$ cat config.mk
export PLATFORM = sky130hd
export DESIGN_NAME = fmap_op_sequencer_flat
export DESIGN_NICKNAME = d
export VERILOG_FILES = /design/src/rtl/fmap_op_sequencer_if.sv /design/src/rtl/fmap_op_sequencer.sv /design/src/flat_wrapper.sv
export SDC_FILE = /design/constraint.sdc
export NUM_CORES = 1
export LEC_CHECK = 0
export CAP_MARGIN = 5
export CORE_MARGIN = 2
export CORE_UTILIZATION = 53
export CTS_BUF_LIST = sky130_fd_sc_hd__clkbuf_16
export CTS_CLUSTER_DIAMETER = 50
export DETAILED_ROUTE_END_ITERATION = 8
export GPL_TIMING_DRIVEN = 0
export PLACE_DENSITY = 0.79
export RECOVER_POWER = 100
export SYNTH_ARGS = -nofsm -noshare
export SYNTH_HDL_FRONTEND = slang
export SYNTH_SLANG_ARGS = --single-unit
$ cat constraint.sdc
create_clock -name i_clk -period 2.1 [get_ports i_clk]
set_input_delay 0.315 -clock i_clk [delete_from_list [all_inputs] [get_ports i_clk]]
set_output_delay 0.315 -clock i_clk [all_outputs]
set_load 0.01 [all_outputs]
$ cat src/rtl/fmap_op_sequencer_if.sv
// Op / load / display / engine handshake bundle of the feature-map sequencer.
// The sequencer connects through the slave modport; the surrounding core
// (or a testbench) drives it through the master modport.
interface fmap_op_sequencer_if;
    logic        i_op_valid;
    logic [3:0]  i_op_mode;
    logic        o_op_ready;
    logic        i_in_valid;
    logic        o_in_ready;
    logic [10:0] o_sram_addr;
    logic        o_sram_wen;
    logic        o_sram_ren;
    logic        o_disp_valid;
    logic        o_eng_start;
    logic [1:0]  o_eng_mode;
    logic        i_eng_done;
    logic [2:0]  o_origin_x;
    logic [2:0]  o_origin_y;
    logic [5:0]  o_depth;
    logic        o_op_err;

    modport slave (
        input  i_op_valid, i_op_mode, i_in_valid, i_eng_done,
        output o_op_ready, o_in_ready, o_sram_addr, o_sram_wen, o_sram_ren,
               o_disp_valid, o_eng_start, o_eng_mode, o_origin_x, o_origin_y,
               o_depth, o_op_err
    );

    modport master (
        output i_op_valid, i_op_mode, i_in_valid, i_eng_done,
        input  o_op_ready, o_in_ready, o_sram_addr, o_sram_wen, o_sram_ren,
               o_disp_valid, o_eng_start, o_eng_mode, o_origin_x, o_origin_y,
               o_depth, o_op_err
    );
endinterface

$ cat src/rtl/fmap_op_sequencer.sv
// Top control FSM of the feature-map core: op handshake and decode, SRAM
// addressing for image load and 2x2 window display, origin/depth state and
// filter-engine start/wait.
// Optional feature: define SEQ_PERF_CNT_EN to add the o_busy_cycles counter
// (cycles spent outside WAIT_OP); without it the port does not exist.
module fmap_op_sequencer #(
    parameter int FMAP_W = 8,
    parameter int FMAP_C = 32,
    parameter int RD_LAT = 1
) (
    input  logic i_clk,
    input  logic i_rst_n,
    fmap_op_sequencer_if.slave bus
`ifdef SEQ_PERF_CNT_EN
    ,
    output logic [31:0] o_busy_cycles
`endif
);

    localparam int LOAD_BEATS = FMAP_W * FMAP_W * FMAP_C;
    localparam int POS_MAX    = FMAP_W - 2;
    localparam int DEPTH_MIN  = FMAP_C / 4;
    localparam int DRAIN_W    = (RD_LAT > 1) ? $clog2(RD_LAT) : 1;

    typedef enum logic [2:0] {
        S_IDLE, S_READY, S_WAIT_OP, S_LOAD, S_DISP, S_DRAIN, S_ENG
    } state_t;

    state_t              state, state_nxt;
    logic [10:0]         load_cnt;
    logic [7:0]          disp_cnt;
    logic [DRAIN_W-1:0]  drain_cnt;
    logic [2:0]          origin_x, origin_y;
    logic [5:0]          depth;
    logic [1:0]          eng_mode;
    logic                eng_start_q;
    logic                op_err_q;
    logic [RD_LAT-1:0]   rd_pipe;

    logic                op_accept;
    logic                load_last, disp_last, drain_last;
    logic [5:0]          disp_c;
    logic [2:0]          disp_x, disp_y;
    logic [10:0]         disp_addr;

    logic                op_ready, in_ready, sram_wen, sram_ren;
    logic [10:0]         sram_addr;

    assign op_accept  = (state == S_WAIT_OP) && bus.i_op_valid;
    assign load_last  = (load_cnt == 11'(LOAD_BEATS - 1));
    assign disp_last  = (disp_cnt == 8'(int'(depth) * 4 - 1));
    assign drain_last = (drain_cnt == DRAIN_W'(RD_LAT - 1));

    // Window read index: two low bits pick the pixel in the 2x2 window, the rest is the channel.
    assign disp_c    = disp_cnt[7:2];
    assign disp_x    = origin_x + {2'b00, disp_cnt[0]};
    assign disp_y    = origin_y + {2'b00, disp_cnt[1]};
    assign disp_addr = 11'(int'(disp_c) * FMAP_W * FMAP_W + int'(disp_y) * FMAP_W + int'(disp_x));

    // State register.
    always_ff @(posedge i_clk) begin
        if (!i_rst_n) state <= S_IDLE;
        else          state <= state_nxt;
    end

    // Next-state decode and per-state strobes/address.
    always_comb begin
        state_nxt = state;
        op_ready  = 1'b0;
        in_ready  = 1'b0;
        sram_wen  = 1'b0;
        sram_ren  = 1'b0;
        sram_addr = 11'd0;
        case (state)
            S_IDLE:  state_nxt = S_READY;
            S_READY: begin
                op_ready  = 1'b1;
                state_nxt = S_WAIT_OP;
            end
            S_WAIT_OP: begin
                if (bus.i_op_valid) begin
                    case (bus.i_op_mode)
                        4'd0:                state_nxt = S_LOAD;
                        4'd7:                state_nxt = S_DISP;
                        4'd8, 4'd9, 4'd10:   state_nxt = S_ENG;
                        default:             state_nxt = S_READY;
                    endcase
                end
            end
            S_LOAD: begin
                in_ready  = 1'b1;
                sram_wen  = bus.i_in_valid;
                sram_addr = load_cnt;
                if (bus.i_in_valid && load_last) state_nxt = S_READY;
            end
            S_DISP: begin
                sram_ren  = 1'b1;
                sram_addr = disp_addr;
                if (disp_last) state_nxt = S_DRAIN;
            end
            S_DRAIN: if (drain_last) state_nxt = S_READY;
            S_ENG:   if (bus.i_eng_done) state_nxt = S_READY;
            default: state_nxt = S_IDLE;
        endcase
    end

    // Counters, origin/depth, engine mode and the registered one-cycle pulses.
    always_ff @(posedge i_clk) begin
        if (!i_rst_n) begin
            load_cnt    <= 11'd0;
            disp_cnt    <= 8'd0;
            drain_cnt   <= '0;
            origin_x    <= 3'd0;
            origin_y    <= 3'd0;
            depth       <= 6'(FMAP_C);
            eng_mode    <= 2'd0;
            eng_start_q <= 1'b0;
            op_err_q    <= 1'b0;
        end else begin
            eng_start_q <= 1'b0;
            op_err_q    <= 1'b0;
            if (op_accept) begin
                case (bus.i_op_mode)
                    4'd0: load_cnt <= 11'd0;
                    4'd1: if (origin_x < 3'(POS_MAX)) origin_x <= origin_x + 3'd1;
                    4'd2: if (origin_x > 3'd0) origin_x <= origin_x - 3'd1;
                    4'd3: if (origin_y > 3'd0) origin_y <= origin_y - 3'd1;
                    4'd4: if (origin_y < 3'(POS_MAX)) origin_y <= origin_y + 3'd1;
                    4'd5: if (depth > 6'(DEPTH_MIN)) depth <= depth >> 1;
                    4'd6: if (depth < 6'(FMAP_C)) depth <= depth << 1;
                    4'd7: begin
                        disp_cnt  <= 8'd0;
                        drain_cnt <= '0;
                    end
                    4'd8, 4'd9, 4'd10: begin
                        eng_mode    <= 2'(bus.i_op_mode - 4'd8);
                        eng_start_q <= 1'b1;
                    end
                    default: op_err_q <= 1'b1;
                endcase
            end
            if (sram_wen)           load_cnt  <= load_cnt + 11'd1;
            if (state == S_DISP)    disp_cnt  <= disp_cnt + 8'd1;
            if (state == S_DRAIN)   drain_cnt <= drain_cnt + DRAIN_W'(1);
        end
    end

    // Read-strobe delay line that qualifies the SRAM output RD_LAT cycles later.
    always_ff @(posedge i_clk) begin
        if (!i_rst_n) begin
            rd_pipe <= '0;
        end else begin
            rd_pipe[0] <= sram_ren;
            for (int i = 1; i < RD_LAT; i++) rd_pipe[i] <= rd_pipe[i-1];
        end
    end

`ifdef SEQ_PERF_CNT_EN
    // Busy-cycle counter: every cycle not spent waiting for an op.
    always_ff @(posedge i_clk) begin
        if (!i_rst_n)                o_busy_cycles <= 32'd0;
        else if (state != S_WAIT_OP) o_busy_cycles <= o_busy_cycles + 32'd1;
    end
`endif

    assign bus.o_op_ready   = op_ready;
    assign bus.o_in_ready   = in_ready;
    assign bus.o_sram_addr  = sram_addr;
    assign bus.o_sram_wen   = sram_wen;
    assign bus.o_sram_ren   = sram_ren;
    assign bus.o_disp_valid = rd_pipe[RD_LAT-1];
    assign bus.o_eng_start  = eng_start_q;
    assign bus.o_eng_mode   = eng_mode;
    assign bus.o_origin_x   = origin_x;
    assign bus.o_origin_y   = origin_y;
    assign bus.o_depth      = depth;
    assign bus.o_op_err     = op_err_q;

endmodule

$ cat src/flat_wrapper.sv
// flat-port wrapper written by rule: the top's interface ports become plain ports
module fmap_op_sequencer_flat 
#(
    parameter int FMAP_W = 8,
    parameter int FMAP_C = 32,
    parameter int RD_LAT = 1
)
  (i_clk, i_rst_n, bus_i_op_valid, bus_i_op_mode, bus_i_in_valid, bus_i_eng_done, bus_o_op_ready, bus_o_in_ready, bus_o_sram_addr, bus_o_sram_wen, bus_o_sram_ren, bus_o_disp_valid, bus_o_eng_start, bus_o_eng_mode, bus_o_origin_x, bus_o_origin_y, bus_o_depth, bus_o_op_err);
  fmap_op_sequencer_if bus_i ();
  input  logic i_clk;
  input  logic i_rst_n;
  input wire logic [$bits(bus_i.i_op_valid)-1:0] bus_i_op_valid;
  input wire logic [$bits(bus_i.i_op_mode)-1:0] bus_i_op_mode;
  input wire logic [$bits(bus_i.i_in_valid)-1:0] bus_i_in_valid;
  input wire logic [$bits(bus_i.i_eng_done)-1:0] bus_i_eng_done;
  output wire logic [$bits(bus_i.o_op_ready)-1:0] bus_o_op_ready;
  output wire logic [$bits(bus_i.o_in_ready)-1:0] bus_o_in_ready;
  output wire logic [$bits(bus_i.o_sram_addr)-1:0] bus_o_sram_addr;
  output wire logic [$bits(bus_i.o_sram_wen)-1:0] bus_o_sram_wen;
  output wire logic [$bits(bus_i.o_sram_ren)-1:0] bus_o_sram_ren;
  output wire logic [$bits(bus_i.o_disp_valid)-1:0] bus_o_disp_valid;
  output wire logic [$bits(bus_i.o_eng_start)-1:0] bus_o_eng_start;
  output wire logic [$bits(bus_i.o_eng_mode)-1:0] bus_o_eng_mode;
  output wire logic [$bits(bus_i.o_origin_x)-1:0] bus_o_origin_x;
  output wire logic [$bits(bus_i.o_origin_y)-1:0] bus_o_origin_y;
  output wire logic [$bits(bus_i.o_depth)-1:0] bus_o_depth;
  output wire logic [$bits(bus_i.o_op_err)-1:0] bus_o_op_err;
  assign bus_i.i_op_valid = bus_i_op_valid;
  assign bus_i.i_op_mode = bus_i_op_mode;
  assign bus_i.i_in_valid = bus_i_in_valid;
  assign bus_i.i_eng_done = bus_i_eng_done;
  assign bus_o_op_ready = bus_i.o_op_ready;
  assign bus_o_in_ready = bus_i.o_in_ready;
  assign bus_o_sram_addr = bus_i.o_sram_addr;
  assign bus_o_sram_wen = bus_i.o_sram_wen;
  assign bus_o_sram_ren = bus_i.o_sram_ren;
  assign bus_o_disp_valid = bus_i.o_disp_valid;
  assign bus_o_eng_start = bus_i.o_eng_start;
  assign bus_o_eng_mode = bus_i.o_eng_mode;
  assign bus_o_origin_x = bus_i.o_origin_x;
  assign bus_o_origin_y = bus_i.o_origin_y;
  assign bus_o_depth = bus_i.o_depth;
  assign bus_o_op_err = bus_i.o_op_err;
  fmap_op_sequencer #(.FMAP_W(FMAP_W), .FMAP_C(FMAP_C), .RD_LAT(RD_LAT)) u_core (.i_clk(i_clk), .i_rst_n(i_rst_n), .bus(bus_i));
endmodule
==> flow_summary.yaml, run 1 <==
run_status:
  status: "finished clean"
power_and_ir_drop:
  irDropWorstVdd_uv: 334
  p_leak_nw: 1.32
  power_density_mw_per_mm2: 547
critical_path:
  crit_fanout: 10
  critPathCaptureType: "primary output"
  worst-setup-path-type: "flop to primary output"
  worst_ep_arrival_time_ns: 1.71
  cp-start-kind: "flop"
  worstPathRequired_ns: 1.78
clock_tree:
  clock_latency_ns: 0.28
  postCtsSetupBuffers: 0
  cts_max_path_buffers: 2
  cts_sinks: 40
  cts_root_buf: "clkbuf_16"
  cts_tree: "done"
  cts_hold_buf: 0
  clkSlewWorstSetupHoldPaths_ns: 0.06
  numCtsBuffers: 5
  h-tree-depth: 2
placement:
  dpl.cell_count: 385
  io_buffers: 39
  hpwl_mm: 4.36
  gp_congestion: 0.822
sta:
  worst_pin_slew_ns: 0.570
  rsz0062_at_grt: "false"
  clock.fmax_mhz: 495
  min_period_ns: 2.02
  fin_crit_sh_pct: 96.2
  timing.hold.ws_ns: 0.467
  finalSetupViolations: 0
  slew_viol_final: 0
  clock_skew_ns: 0.00351
  tns_ns: 0
  hold_viol_final: 0
  slew_headroom_pct: 62.0
finish:
  instances_no_fill: 393
  antenna_cells: 0
  drive_above_1_share_pct: 8.80
  fin_nets: 358
  syn_to_final_growth_pct: 24.7
logic_synthesis:
  synth-edff-count: 0
  avgSynthCellArea_um2: 8.48
  async_flop_share_pct: 0
  synth_xor_area_share_pct: 5.62
  synth_nets: 312
  synth_area_leader_cell: "dfxtp_1"
  postSynthCellCount: 294
  ys_seq_area_share_pct: 32.1
  synth-compound-area-share_pct: 19.4
  synth_ff_type: "dfxtp_1"
  synth_top_area_share_pct: 32.1
  synthSimpleGateAreaFrac_pct: 26.0
  muxShareOfSynthArea_pct: 5.37
  synth_area_mm2: 0.00249
  ys_ff_latch: 40
  synth_cell_types: 63
  synthTopCellsByArea: "dfxtp_1 (32%), nor2_1 (4.8%), mux2i_1 (4.0%)"
  yosys-top-cells-count: "dfxtp_1 (40), nor2_1 (32), nand2_1 (23)"
  synth.most_common_cell: "dfxtp_1"
  synth_top_family_by_area: "simple AND/OR/NAND/NOR gates"
  synthAdderAreaFrac_pct: 5.52
  ys_warn_count: 0
routing:
  wl_per_cell_um: 15.8
  drt_iter0_drc: 154
  routed_wl_mm: 6.20
  route.vias.total: 2325
  first_pass_iters: 4
  detail-route-antenna-nets: 0
  drc: 0
  via_per_inst: 5.92
global_route:
  grt_max_degree: 12
  grt_use_total_pct: 24.7
  grt-ovfl-total: 0
  antenna_found_initial: 0
  grt_pass1_vias: 2213
  grt_pass1_wl_mm: 10.3
flow_run:
  max_cap_viol_count: 0
die:
  row_count: 24
  core_mm2: 0.00444
  initial_core_util_pct: 56.1
  chipWidth_um: 72.6
  pin_count: 41
  die_area_mm2: 0.00527
  die_h_um: 72.6
hold_path:
  hold_path_class: "primary input to flop"
## sequential cells by signal, summed over array words and instances (netlist names)
register                 cells
u_core.bus.o_depth           6
u_core.bus.o_op_err          1
u_core.bus.o_origin_y        3
u_core.disp_cnt              8
u_core.state                 3
u_core.drain_cnt             1
u_core.bus.o_eng_start       1
u_core.bus.o_origin_x        3
u_core.bus.o_eng_mode        2
u_core.bus.o_disp_valid      1
u_core.load_cnt             11
## per-layer routing
metal | wire length [um] | GRT usage, % | share of wire, % | vias up
met1 | 2850 | 33.3 | 46 | 1105
li1 | - | - | - | 1150
met5 | 0 | 0 | 0 | -
met2 | 2960 | 40.5 | 48 | 63
met3 | 302 | 4.56 | 4.9 | 7
met4 | 93 | 7.41 | 1.5 | 0
## worst paths after layout
kind | end | cells past startpoint | from | slack (ns)
max | bus_o_sram_addr[3] | 6 | u_core.state[1]$_SDFFE_PN0P_ | 0.08
min | u_core.bus.o_depth[5]$_SDFFE_PN1P_ | 2 | i_rst_n | 0.47
max reg2reg | u_core.disp_cnt[2]$_SDFFE_PN0P_ | 6 | u_core.state[2]$_SDFFE_PN0P_ | 0.26
min reg2reg | u_core.bus.o_eng_mode[0]$_SDFFE_PN0P_ | 2 | u_core.bus.o_eng_mode[0]$_SDFFE_PN0P_ | 0.50
## power breakdown
part | internal (mW) | switching [mW]
combinational | 0.0824 | 0.118
clock | 0.427 | 0.291
sequential | 0.771 | 0.0124
## cell families (layout without fill, tap and decap cells)
group                    count (synthesis)  count (layout)
AND/OR/NAND/NOR                        118             118
flip-flops                              40              40
XOR/XNOR                                16              16
buffers and inverters                   30              77
multiplexers                            13              13
AO/OA/AOI/OAI                           67              67
adder cells (fa/ha/maj)                 10              10
## cells in the final DEF (no fill, tap or decap), types with 6 or more instances in the layout
cell	count
nor3_1	7
a21oi_1	15
nand2_1	23
nor2_1	31
o21ai_0	10
dfxtp_1	39
inv_1	13
clkbuf_1	7
buf_4	6
a22o_1	9
xor2_1	9
dlygate4sd3_1	18
nand3_1	14
mux2i_1	10
ha_1	7
xnor2_1	7
a211oi_1	6
dlygate4sd2_1	14
## what timing repair did
action,CTS,global route
resized for setup,25,9
pin swaps,1,1
endpoints found under the setup margin,16,10
## stage by stage
step                cell area [um^2]  setup WS (ns)  utilization, %  total power [mW]
CTS                             3100         0.0171            69.7              1.70
global route                    3110        0.00102            70.0              1.76
detailed placement              2950         -0.407            66.3             0.992
global placement                2950         -0.407            66.3             0.990
floorplan                       2490          0.301               -             0.923
finish                          3110         0.0795            70.0              1.70
## critical path: stages, from the launching register on
cell,delay [ns]
dfxtp_1,0.30
buf_4,0.16
and3b_1,0.17
buf_4,0.16
clkbuf_8,0.16
a22o_1,0.19
dlygate4sd2_1,0.29
## layout make-up
cell class                      count  area [um^2]
Buffer                             18          126
Tap cell                           52         65.1
Clock buffer                        5          125
Clock inverter                      3         11.3
Multi-Input combinational cell    224         1560
Timing Repair Buffer               39          375
Fill cell                         379         1340
Inverter                           12         47.5
Sequential cell                    40          802
Power figures use the tool's default switching activity.
==> run 2, diff against run 1 <==
--- a/config.mk
+++ b/config.mk
@@ -12,7 +12,7 @@
 export CTS_CLUSTER_DIAMETER = 50
 export DETAILED_ROUTE_END_ITERATION = 8
 export GPL_TIMING_DRIVEN = 0
-export PLACE_DENSITY = 0.79
+export PLACE_DENSITY = 0.9
 export RECOVER_POWER = 100
 export SYNTH_ARGS = -nofsm -noshare
 export SYNTH_HDL_FRONTEND = slang
==> flow_summary.yaml, run 2 (synthesized netlist as in run 1, its figures left out) <==
sta:
  fin_ws_ns: 0.0431
  fin_crit_sh_pct: 97.9
  clock_skew_ns: 0.00413
  min_period_ns: 2.06
  worst_pin_slew_ns: 0.589
  finalSetupViolations: 0
  rsz0062_at_grt: "true"
  slew_headroom_pct: 60.7
  slew_viol_final: 0
  clock.fmax_mhz: 486
  hold_viol_final: 0
run_status:
  status: "finished clean"
critical_path:
  slowest_stage: "clkdlybuf4s50_1"
  crit_fanout: 10
  worst-path-buf-inv: 2
  worstPathRequired_ns: 2.25
  r2r-start: "u_core.state[2]$_SDFFE_PN0P_"
  cpPeakStageDelay_ns: 0.45
  worst_ep_arrival_time_ns: 2.21
  worstPathCellList: "clkdlybuf4s50_1, buf_2, nor2_4, nand2_1, fa_1, and3_1, o221ai_1, xor2_1, nor2_1"
  cp-start-kind: "primary input"
  critical-path-top-delay-family: "buffers and inverters"
  critPathCaptureType: "flop"
  startpoint: "bus_i_op_mode[1]"
  worst-setup-path-type: "primary input to flop"
routing:
  detail-route-antenna-nets: 0
  via_per_inst: 6.06
  route.vias.total: 2387
  drt_iter0_drc: 172
  wl_per_cell_um: 16.1
  routed_wl_mm: 6.34
  drc: 0
  first_pass_iters: 4
clock_tree:
  cts_hold_buf: 0
  clkSlewWorstSetupHoldPaths_ns: 0.06
  numCtsBuffers: 5
  clock_latency_ns: 0.28
  cts_sinks: 40
  h-tree-depth: 2
  cts_tree: "done"
  cts_root_buf: "clkbuf_16"
  cts_max_path_buffers: 2
finish:
  syn_to_final_growth_pct: 25.2
  mostFrequentLayoutCells: "dfxtp_1 (39), nor2_1 (31), nand2_1 (23)"
  final_common_cell: "dfxtp_1"
  fin_area_mm2: 0.00312
  largest-register: "u_core.load_cnt"
  antenna_cells: 0
  largest_reg_flops: 11
  final-seq-area_um2: 802
  drive_above_1_share_pct: 10.5
  instances_no_fill: 394
  nFillCells: 340
  multiInputGateArea_mm2: 0.00156
  fin_nets: 359
die:
  chipWidth_um: 72.6
  core_mm2: 0.00444
  initial_core_util_pct: 56.1
  row_count: 24
  die_h_um: 72.6
  pin_count: 41
  die_area_mm2: 0.00527
global_route:
  grt-ovfl-total: 0
  grt_max_degree: 13
  grt_pass1_wl_mm: 10.4
  grt_pass1_vias: 2166
  antenna_found_initial: 0
  grt_use_total_pct: 25.1
placement:
  dpl.cell_count: 385
  hpwl_mm: 4.44
  gp_congestion: 0.865
  pre_cts_ws_ns: -0.417
  placed_area_mm2: 0.00295
  io_buffers: 39
hold_path:
  min-delay-start: "i_rst_n"
  hold_path_class: "primary input to flop"
power_and_ir_drop:
  p_leak_nw: 1.28
  irDropWorstVdd_uv: 468
  power_density_mw_per_mm2: 552
flow_run:
  max_cap_viol_count: 0
-- run 2: cell types whose count changed in the layout (fill, tap and decap cells not counted), moves of 2 or more --
cell,previous run,this run
clkdlybuf4s25_1,2,0
clkdlybuf4s50_1,4,22
inv_1,13,10
clkinv_2,0,2
dlygate4sd3_1,18,0
-- run 2: timing repair --
action | in CTS | in global routing
pin swaps | 1 | 0
setup buffers | 1 | 0
endpoints found under the hold margin | 0 | 0
setup endpoints to repair | 15 | 10
resized for setup | 26 | 6
-- run 2: through the flow --
| step | hold WS, ns | power [mW] | utilization [%] | setup TNS, ns |
|---|---|---|---|---|
| 4_1_cts | 0.465 | 1.72 | 69.8 | 0 |
| 6_report | 0.476 | 1.72 | 70.2 | 0 |
| 5_1_grt | 0.505 | 1.77 | 70.2 | -0.0927 |
| 2_1_floorplan | 0.462 | 0.923 | - | 0 |
| 3_5_place_dp | 0.495 | 0.995 | 66.3 | -2.19 |
| 3_3_place_gp | 0.480 | 0.988 | 66.3 | -1.76 |
-- run 2: final cells by class --
| cell class | count | area share [%] |
|---|---|---|
| well taps | 52 | 2.09 |
| flip-flops and latches | 40 | 25.7 |
| inverters | 12 | 1.52 |
| clock buffers | 5 | 4.01 |
| repair buffers | 40 | 12.3 |
| multi-input cells | 224 | 50.0 |
| plain buffers | 18 | 3.97 |
| clock inverters | 3 | 0.441 |
-- run 2: metal layers --
layer | global-route usage (%) | vias to the layer above | routed length, um | part of all wire (%)
met5 | 0 | - | 0 | 0
met4 | 10.7 | 0 | 143 | 2.3
met1 | 33.2 | 1117 | 2770 | 44
met3 | 4.42 | 18 | 383 | 6.0
met2 | 40.3 | 92 | 3030 | 48
li1 | - | 1160 | - | -
-- run 2: power breakdown --
part	switching [mW]	internal [mW]	total [mW]
Sequential	0.0120	0.771	0.783
Clock	0.302	0.431	0.734
Combinational	0.122	0.0847	0.207
Total	0.436	1.29	1.72
-- run 2: final timing paths --
| check | slack [ns] | cells past startpoint | to |
|---|---|---|---|
| setup / recovery | 0.04 | 9 | u_core.bus.o_origin_y[2]$_SDFFE_PN0P_ |
| hold / removal | 0.48 | 2 | u_core.bus.o_depth[5]$_SDFFE_PN1P_ |
| setup reg to reg | 0.31 | 6 | u_core.disp_cnt[2]$_SDFFE_PN0P_ |
| hold reg to reg | 0.50 | 2 | u_core.drain_cnt$_SDFFE_PN0P_ |
==> run 3, diff against run 2 <==
--- a/config.mk
+++ b/config.mk
@@ -5,14 +5,16 @@
 export SDC_FILE = /design/constraint.sdc
 export NUM_CORES = 1
 export LEC_CHECK = 0
+export ABC_AREA = 1
 export CAP_MARGIN = 5
 export CORE_MARGIN = 2
-export CORE_UTILIZATION = 53
+export CORE_UTILIZATION = 58
 export CTS_BUF_LIST = sky130_fd_sc_hd__clkbuf_16
 export CTS_CLUSTER_DIAMETER = 50
+export CTS_CLUSTER_SIZE = 20
 export DETAILED_ROUTE_END_ITERATION = 8
 export GPL_TIMING_DRIVEN = 0
-export PLACE_DENSITY = 0.9
+export PLACE_DENSITY = 0.95
 export RECOVER_POWER = 100
 export SYNTH_ARGS = -nofsm -noshare
 export SYNTH_HDL_FRONTEND = slang
==> constraint.sdc (replaced) <==
create_clock -name i_clk -period 2.4 [get_ports i_clk]
set_input_delay 0.36 -clock i_clk [delete_from_list [all_inputs] [get_ports i_clk]]
set_output_delay 0.36 -clock i_clk [all_outputs]
set_load 0.01 [all_outputs]
==> flow_summary.yaml, run 3 <==
run_status:
  status: "finished clean"
sta:
  timing.hold.ws_ns: 0.478
  tns_ns: 0
  slew_headroom_pct: 60.8
  finalSetupViolations: 0
  slew_viol_final: 0
  hold_viol_final: 0
  rsz0062_at_grt: "false"
  min_period_ns: 2.34
  clock_skew_ns: 0.00223
  fin_crit_sh_pct: 97.4
  clock.fmax_mhz: 428
  worst_pin_slew_ns: 0.588
logic_synthesis:
  synth_ff_type: "dfxtp_1"
  synth_cell_types: 41
  synth-compound-area-share_pct: 17.8
  muxShareOfSynthArea_pct: 0
  synth_area_leader_cell: "dfxtp_1"
  synth_area_mm2: 0.00249
  yosys-top-cells-count: "nand2_1 (95), inv_1 (48), nor2_1 (41)"
  synth_top_area_share_pct: 32.1
  ys_seq_area_share_pct: 32.1
  synth.most_common_cell: "nand2_1"
  synth-edff-count: 0
  synth_top_family_by_area: "simple AND/OR/NAND/NOR gates"
  ys_warn_count: 0
  ys_ff_latch: 40
  async_flop_share_pct: 0
  avgSynthCellArea_um2: 6.63
  synthAdderAreaFrac_pct: 5.12
  synthTopCellsByArea: "dfxtp_1 (32%), nand2_1 (14%), inv_1 (7.2%)"
  synth_xor_area_share_pct: 1.76
  synth_nets: 394
  postSynthCellCount: 376
  synthSimpleGateAreaFrac_pct: 34.6
placement:
  placed_area_mm2: 0.00295
  io_buffers: 40
  hpwl_mm: 4.84
  gp_congestion: 0.873
global_route:
  grt_max_degree: 13
  grt_use_total_pct: 29.3
  grt_pass1_wl_mm: 11.5
  grt_pass1_vias: 2579
  grt-ovfl-total: 0
  antenna_found_initial: 0
die:
  die_area_mm2: 0.00484
  pin_count: 41
  core_mm2: 0.00406
  initial_core_util_pct: 61.4
  die_h_um: 69.5
  chipWidth_um: 69.5
  row_count: 23
finish:
  mostFrequentLayoutCells: "nand2_1 (96), inv_1 (48), nor2_1 (45)"
  final_common_cell: "nand2_1"
  largest-register: "u_core.load_cnt"
  largest_reg_flops: 11
  fin_area_mm2: 0.00309
  antenna_cells: 0
  final-seq-area_um2: 806
  nFillCells: 304
  fin_nets: 443
  drive_above_1_share_pct: 5.63
  multiInputGateArea_mm2: 0.00144
  syn_to_final_growth_pct: 23.9
power_and_ir_drop:
  p_clk_share_pct: 36.9
  power.total_mw: 2.04
  irDropWorstVdd_uv: 555
  p_int_mw: 1.38
  switching_share_pct: 32.4
  p_switching_mw: 0.662
  combPwrFrac_pct: 24.9
  p_seq_share_pct: 38.1
  power_density_mw_per_mm2: 662
  p_leak_nw: 1.31
routing:
  drc: 0
  routed_wl_mm: 7.22
  drt_iter0_drc: 296
  wl_per_cell_um: 15.2
  detail-route-antenna-nets: 0
  first_pass_iters: 5
  route.vias.total: 2786
  via_per_inst: 5.85
clock_tree:
  cts_max_path_buffers: 2
  cts_sinks: 40
  clkSlewWorstSetupHoldPaths_ns: 0.06
  h-tree-depth: 2
  clock_latency_ns: 0.29
  numCtsBuffers: 5
  cts_tree: "done"
  cts_root_buf: "clkbuf_16"
critical_path:
  worstPathRequired_ns: 2.04
  worst_ep_arrival_time_ns: 1.98
  worst-setup-path-type: "flop to primary output"
  crit_fanout: 7
  critPathCaptureType: "primary output"
  cp-start-kind: "flop"
hold_path:
  hold_path_class: "flop to flop"
flow_run:
  max_cap_viol_count: 0
==> run 3: changes by cell type after synthesis, moves of 6 or more <==
cell	before	now
a21oi_1	15	28
a22o_1	9	1
clkbuf_1	10	4
inv_1	10	48
mux2i_1	10	0
nand2_1	23	95
nand3_1	14	26
nor2_1	32	41
o21ai_0	12	24
xnor2_1	7	1
==> run 3: cell families after synthesis <==
family,after synthesis
flops,40
compound gates,76
simple gates,190
fa+ha+maj,9
xor+xnor,5
buf+inv,56
==> run 3: final timing paths <==
check | to | slack, ns | from | cells past startpoint
max | bus_o_sram_addr[10] | 0.06 | u_core.state[2]$_SDFFE_PN0P_ | 6
min | u_core.load_cnt[9]$_SDFFE_PN0P_ | 0.48 | u_core.load_cnt[9]$_SDFFE_PN0P_ | 2
max reg2reg | u_core.bus.o_origin_y[2]$_SDFFE_PN0P_ | 0.23 | u_core.state[1]$_SDFFE_PN0P_ | 7
min reg2reg | u_core.load_cnt[9]$_SDFFE_PN0P_ | 0.48 | u_core.load_cnt[9]$_SDFFE_PN0P_ | 2
==> run 3: final cells by class <==
type	instances	share of cell area [%]
Buffer	6	0.973
Clock buffer	5	4.05
Tap cell	50	2.03
Inverter	50	6.08
Clock inverter	3	1.22
Timing Repair Buffer	42	13.0
Sequential cell	40	26.1
Multi-Input combinational cell	280	46.6
==> run 3: metrics by stage <==
stage | utilization, % | worst slack, ns | instances
after CTS | 77.2 | 0.00710 | 476
final | 76.1 | 0.0617 | 476
after floorplan | - | 0.713 | 376
after global placement | 72.8 | 0.121 | 466
after detailed placement | 72.8 | 0.0825 | 466
after global routing | 76.1 | 0.0121 | 476
==> run 3: worst max-delay path, stage by stage (launching register included) <==
cell and delay (ns):
dfxtp_4 0.38, inv_2 0.08, nor3_4 0.21, buf_4 0.15
inv_1 0.11, o22ai_1 0.13, dlygate4sd3_1 0.62
==> run 3: repair_timing <==
item,in CTS,in global routing
hold buffers,0,0
buffers inserted,2,0
endpoints found under the hold margin,0,0
gates resized for setup,5,6
endpoints found under the setup margin,12,6
pin swaps,1,0
==> run 3: metal layers <==
metal  routed length, um  global-route usage [%]  vias up
met5                   0                       0        -
met4                 224                    15.5        0
met3                 516                    5.09       21
met2                3500                    50.6      154
met1                2980                    34.3     1275
li1                    -                       -     1336
==> run 3: power groups by stage <==
stage / combinational (mW) / clock, mW / sequential, mW
final: 0.509 / 0.754 / 0.779
after global routing: 0.555 / 0.783 / 0.784
after CTS: 0.497 / 0.757 / 0.772
after detailed placement: 0.467 / 0 / 0.778
after global placement: 0.453 / 0 / 0.776
after floorplan: 0.317 / 0 / 0.771
